$ cat src/rtl/irq_ctrl_if.sv
// irq_ctrl_if
//   Register bus between MIO_BUS and the interrupt controller.
//   we       write strobe
//   reg_sel  register select (bus addr[3:2])
//   wdata    write data from the CPU
//   rdata    read data of the selected register (combinational)
interface irq_ctrl_if;
  logic        we;
  logic [1:0]  reg_sel;
  logic [31:0] wdata;
  logic [31:0] rdata;

  modport master (output we, output reg_sel, output wdata, input rdata);
  modport slave  (input we, input reg_sel, input wdata, output rdata);
endinterface

$ cat src/rtl/irq_ctrl.sv
// irq_ctrl
//   Interrupt controller feeding the CPU INT input. Rising edges on the
//   level sources latch into sticky pending bits. The pending bits are
//   gated by a per-source mask and a global enable to drive a registered irq.
//   Ports:
//     clk      system clock, rising edge
//     rst      synchronous active-high reset
//     src      raw interrupt sources (phase-asynchronous to clk)
//     bus      register bus (slave side): we, reg_sel, wdata in; rdata out
//     irq      registered interrupt request to the CPU
//   Registers (reg_sel):
//     0 PENDING  read pending, write-1-to-clear
//     1 MASK     read/write enable per source
//     2 CAUSE    bit31 = any enabled pending, bits[3:0] = lowest index
//     3 CTRL     bit0 GIE (rw), bit1 write-1 clears LOST, bits[31:16] LOST
module irq_ctrl #(
  parameter int N_SRC = 4
) (
  input  logic             clk,
  input  logic             rst,
  input  logic [N_SRC-1:0] src,
  irq_ctrl_if.slave        bus,
  output logic             irq
);

  logic [N_SRC-1:0] s1_reg;
  logic [N_SRC-1:0] s2_reg;
  logic [N_SRC-1:0] pending_reg;
  logic [N_SRC-1:0] pending_next;
  logic [N_SRC-1:0] mask_reg;
  logic             gie_reg;
  logic [15:0]      lost_reg;
  logic [15:0]      lost_next;
  logic             irq_reg;

  logic [N_SRC-1:0] rise;
  logic [N_SRC-1:0] w1c;
  logic [N_SRC-1:0] active;
  logic             any_active;
  logic             hit;
  logic [3:0]       cause_idx;
  logic [31:0]      rd_data;

  logic wr_pending;
  logic wr_mask;
  logic wr_ctrl;

  // Only the low N_SRC bits of wdata matter for PENDING/MASK.
  logic unused_wdata;
  assign unused_wdata = &{1'b0, bus.wdata};

  assign wr_pending = bus.we && (bus.reg_sel == 2'd0);
  assign wr_mask    = bus.we && (bus.reg_sel == 2'd1);
  assign wr_ctrl    = bus.we && (bus.reg_sel == 2'd3);

  assign rise       = s1_reg & ~s2_reg;
  assign active     = pending_reg & mask_reg;
  assign any_active = |active;

  // A new edge on a bit that is still pending is an interrupt that
  // software will never see separately.
  assign hit = |(rise & pending_reg);

  // Per-bit pending update: a fresh edge beats a simultaneous clear so
  // that no event is lost between software's read and acknowledge.
  generate
    for (genvar gi = 0; gi < N_SRC; gi++) begin : g_pending
      assign w1c[gi]          = wr_pending & bus.wdata[gi];
      assign pending_next[gi] = rise[gi] | (pending_reg[gi] & ~w1c[gi]);
    end
  endgenerate

  // Clear wins over a coincident increment. The counter saturates.
  always_comb begin
    lost_next = lost_reg;
    if (wr_ctrl && bus.wdata[1]) begin
      lost_next = 16'd0;
    end else if (hit && (lost_reg != 16'hFFFF)) begin
      lost_next = lost_reg + 16'd1;
    end
  end

  // Lowest-numbered active source has priority: scan downwards so the
  // last assignment is the smallest index.
  always_comb begin
    cause_idx = 4'd0;
    for (int i = N_SRC - 1; i >= 0; i--) begin
      if (active[i]) begin
        cause_idx = 4'(i);
      end
    end
  end

  always_ff @(posedge clk) begin
    if (rst) begin
      // Loading both stages with the live input means a source already
      // high at reset release does not look like a new edge.
      s1_reg      <= src;
      s2_reg      <= src;
      pending_reg <= '0;
      mask_reg    <= '0;
      gie_reg     <= 1'b0;
      lost_reg    <= 16'd0;
      irq_reg     <= 1'b0;
    end else begin
      s1_reg      <= src;
      s2_reg      <= s1_reg;
      pending_reg <= pending_next;
      if (wr_mask) begin
        mask_reg <= bus.wdata[N_SRC-1:0];
      end
      if (wr_ctrl) begin
        gie_reg <= bus.wdata[0];
      end
      lost_reg    <= lost_next;
      // Built from registered state, so irq trails any write by one edge.
      irq_reg     <= gie_reg & any_active;
    end
  end

  always_comb begin
    rd_data = 32'd0;
    case (bus.reg_sel)
      2'd0:    rd_data = 32'(pending_reg);
      2'd1:    rd_data = 32'(mask_reg);
      2'd2:    rd_data = {any_active, 27'd0, (any_active ? cause_idx : 4'd0)};
      default: rd_data = {lost_reg, 15'd0, gie_reg};
    endcase
  end

  assign bus.rdata = rd_data;
  assign irq       = irq_reg;

endmodule

$ cat src/flat_wrapper.sv
// flat-port wrapper written by rule: the top's interface ports become plain ports
module irq_ctrl_flat 
#(
  parameter int N_SRC = 4
)
  (clk, rst, src, irq, bus_we, bus_reg_sel, bus_wdata, bus_rdata);
  irq_ctrl_if bus_i ();
  input  logic clk;
  input  logic rst;
  input  logic [N_SRC-1:0] src;
  output logic irq;
  input wire logic [$bits(bus_i.we)-1:0] bus_we;
  input wire logic [$bits(bus_i.reg_sel)-1:0] bus_reg_sel;
  input wire logic [$bits(bus_i.wdata)-1:0] bus_wdata;
  output wire logic [$bits(bus_i.rdata)-1:0] bus_rdata;
  assign bus_i.we = bus_we;
  assign bus_i.reg_sel = bus_reg_sel;
  assign bus_i.wdata = bus_wdata;
  assign bus_rdata = bus_i.rdata;
  irq_ctrl #(.N_SRC(N_SRC)) u_core (.clk(clk), .rst(rst), .src(src), .bus(bus_i), .irq(irq));
endmodule
$ cat config.mk
export PLATFORM = sky130hd
export DESIGN_NAME = irq_ctrl_flat
export DESIGN_NICKNAME = d
export VERILOG_FILES = /design/src/rtl/irq_ctrl_if.sv /design/src/rtl/irq_ctrl.sv /design/src/flat_wrapper.sv
export SDC_FILE = /design/constraint.sdc
export NUM_CORES = 1
export LEC_CHECK = 0
export ABC_AREA = 1
export ABC_CLOCK_PERIOD_IN_PS = 2000
export CORE_AREA = 10 10 104 69
export DETAILED_ROUTE_END_ITERATION = 10
export DIE_AREA = 0 0 114 79
export PLACE_DENSITY = 0.81
export SLEW_MARGIN = 20
export SYNTH_ARGS = -nofsm -noshare
export SYNTH_HDL_FRONTEND = slang
export SYNTH_SLANG_ARGS = --single-unit
$ cat constraint.sdc
create_clock -name clk -period 2 [get_ports clk]
set_clock_uncertainty 0.15 [all_clocks]
set_input_delay 0.4 -clock clk [delete_from_list [all_inputs] [get_ports clk]]
set_output_delay 0.4 -clock clk [all_outputs]
set_load 0.03 [all_outputs]
==> results.sh <==
export IMPL_cts_max_level=2
export IMPL_synth_top_area_share_pct=35.5
export IMPL_crit_path_end="bus_rdata[0]"
export IMPL_syn_area_sq_um=1920
export IMPL_cts_buffers=5
export IMPL_largest_reg_flops=16
export IMPL_initialDrtViolationCount=133
export IMPL_grt_max_degree=18
export IMPL_place_gp_congestion=0.892
export IMPL_fin_crit_sh_pct=96.1
export IMPL_insertion_delay_ns=0.29
export IMPL_seq_area_frac_synth_pct=35.5
export IMPL_synth_seq_cells=34
export IMPL_crit_start="u_core.pending_reg[2]"
export IMPL_groute_usage_overall_pct=10.8
export IMPL_hold_slack_ns=0.315
export IMPL_area_growth_pct=30.5
export IMPL_core_sq_um=5360
export IMPL_regToRegEndpoint="u_core.lost_reg[8]"
export IMPL_start_util_pct=35.8
export IMPL_crit_family="flip-flops"
export IMPL_switching_power_uw=422
export IMPL_antenna_found_initial=0
export IMPL_grt_pass1_wl_um=8150
export IMPL_die_h_um=79
export IMPL_yosysWarnings=0
export IMPL_synthFlopType="dfxtp_1"
export IMPL_status="finished clean"
export IMPL_ant_nets=0
export IMPL_critPathArrivalTime_ns=1.37
export IMPL_synth_area_top_cells="dfxtp_1, nand2_1, inv_1, nor2_1, nand3_1"
export IMPL_synthCells=291
export IMPL_cts_tree="done"
export IMPL_path_class="flip-flop to output pin"
export IMPL_seqPwrFrac_pct=46.7
export IMPL_post_route_drc_count=0
export IMPL_antennaDiodeCount=0
export IMPL_cts_path_max_buffers=2
export IMPL_end_kind="output pin"
export IMPL_synth_edf_count=0
export IMPL_place_ws_ns=-0.211
export IMPL_routed_wl_um=5090
export IMPL_total_power_uw=1570
export IMPL_leakage_uw=0.00106
export IMPL_vias=1930
export IMPL_synth_top_family_by_area="simple AND/OR/NAND/NOR gates"
export IMPL_synth_top_cell_by_area="dfxtp_1"
export IMPL_drive_above_1_share_pct=23.2
export IMPL_rows=21
export IMPL_setup_ws_ns=0.0789
export IMPL_hold_path_class="flip-flop to flip-flop"
export IMPL_critPathMaxFanout=4
export IMPL_r2r_cells=9
export IMPL_internal_power_uw=1150
export IMPL_ff2ff_setup_slack_ns=0.26
export IMPL_swShare_pct=26.9
export IMPL_worst_path_stages=8
export IMPL_numPortBuffers=33
export IMPL_crit_required_ns=1.45
export IMPL_setup_violations_final=0
export IMPL_slew_violations=0
export IMPL_clk_pin_slew_worst_paths_ns=0.07
export IMPL_cp_slowest_stage_delay_ns=0.38
export IMPL_synth_simple_area_share_pct=35.8
export IMPL_synth_compound_area_share_pct=11.5
export IMPL_synth_area_per_cell_sq_um=6.60
export IMPL_fmax_ghz=0.521
export IMPL_die_area_sq_um=9010
export IMPL_worst_path_buf_inv=1
export IMPL_crit_top_cell="nand2_1"
export IMPL_fin_nets=386
export IMPL_critPathLaunchType="flip-flop"
export IMPL_cts_sinks=34
export IMPL_muxShareOfSynthArea_pct=0
export IMPL_ios=74
export IMPL_max_cap_violations=0
export IMPL_first_global_vias=1777
export IMPL_ctsHoldBuffers=0
export IMPL_yosysMostFrequentCell="nand2_1"
export IMPL_clock_root_buffer="clkbuf_8"
export IMPL_clockPowerShare_pct=37.7
export IMPL_crit_chain="nand2_1 > nand3_1 > nand2_1 > nand2_1 > o21ai_1 > a21oi_1 > o21ai_1 > buf_4"
export IMPL_yosysUniqueCellTypes=24
export IMPL_wl_per_cell_um=12.3
export IMPL_reg2reg_from="u_core.lost_reg[0]"
export IMPL_grt_remaining_overflow=0
export IMPL_pwr_share_comb_pct=15.6
export IMPL_period_needed_ns=1.92
export IMPL_via_per_inst=4.66
export IMPL_synthAdderAreaFrac_pct=0.652
export IMPL_fp_dieW_um=114
export IMPL_synthTopCellsByCount="nand2_1, inv_1, nor2_1"
export IMPL_peakVddDrop_mv=0.217
export IMPL_cp_slowest_cell="dfxtp_2"
export IMPL_dr_pass1_iters=4
export IMPL_synth_xor_area_share_pct=2.74
export IMPL_synthArstFlopShare_pct=0
export IMPL_hpwl_um=3840
export IMPL_fin_setup_tns_ns=0
export IMPL_power_density_nw_per_um2=626
export IMPL_hold_viol=0
[cell families after synthesis]
kind of cell / after synthesis
XOR/XNOR: 6
AO/OA/AOI/OAI: 39
flip-flops: 34
AND/OR/NAND/NOR: 157
adder cells (fa/ha/maj): 1
buffers and inverters: 53
other: 1
[per-layer routing]
metal | global-route usage [%] | vias up | share of wire [%] | wire (um)
met1 | 13.0 | 869 | 45 | 2290
li1 | - | 998 | - | -
met4 | 3.62 | 0 | 1.8 | 93
met2 | 17.9 | 53 | 46 | 2370
met5 | 0 | - | 0 | 0
met3 | 3.53 | 10 | 6.7 | 339
[worst min-delay path by stage]
stage	slack (ns)	end	cells after the start	start
final	0.31	u_core.irq	2	u_core.gie_reg
after global routing	0.34	u_core.s2_reg[2]	2	u_core.s1_reg[2]
after CTS	0.32	u_core.irq	2	u_core.gie_reg
after detailed placement	0.30	u_core.irq	2	u_core.gie_reg
after global placement	0.30	u_core.irq	2	u_core.gie_reg
after floorplan	0.28	u_core.s1_reg[0]	0	src[0]
[cell type report]
class	instances	area [sq um]
timing repair buffer	52	443
fill	545	2860
tap	69	86.3
sequential	34	684
multi-input combinational	215	1050
clock buffer	8	110
inverter	36	135
[worst register-to-register path: cells and delay by family (launching register included)]
family,cells,cell delay (ns)
DFF,1,0.35
and+or+nand+nor,8,0.90
adders and majority gates,1,0.25
[power groups by stage]
stage / logic (uW) / clock network, uW / registers, uW
CTS: 240 / 599 / 728
detailed placement: 228 / 0 / 743
finish: 245 / 592 / 731
floorplan: 166 / 0 / 737
global placement: 223 / 0 / 741
global route: 270 / 633 / 734
[layout by cell type, fill, tap and decap left out, types with 2 or more instances in the layout]
cell type         n
nor2_2            3
nand3_1          22
nand4_1           4
xor2_1            6
clkbuf_8          8
inv_1            33
nor2_1           32
a21oi_1          19
clkdlybuf4s50_1  11
o21ai_0           8
buf_12            2
nand2_2           9
o21ai_1           3
nor2_4            5
conb_1           12
a21oi_2           6
dfxtp_1          31
nand2_1          80
inv_2             3
dfxtp_2           3
buf_4            37
[through the flow]
stage | utilization [%] | cell area [sq um] | instances
after detailed placement | 43.3 | 2320 | 400
final | 46.7 | 2500 | 414
after CTS | 46.5 | 2490 | 413
after global placement | 43.3 | 2320 | 400
after floorplan | - | 1960 | 302
after global routing | 46.7 | 2500 | 414
[timing repair]
| item | in CTS | in global routing |
|---|---|---|
| buffers inserted | 5 | 1 |
| pin swaps | 1 | 1 |
| setup endpoints to repair | 20 | 17 |
| gates resized for setup | 15 | 7 |
Note: power is estimated with default switching activity, not from simulation.
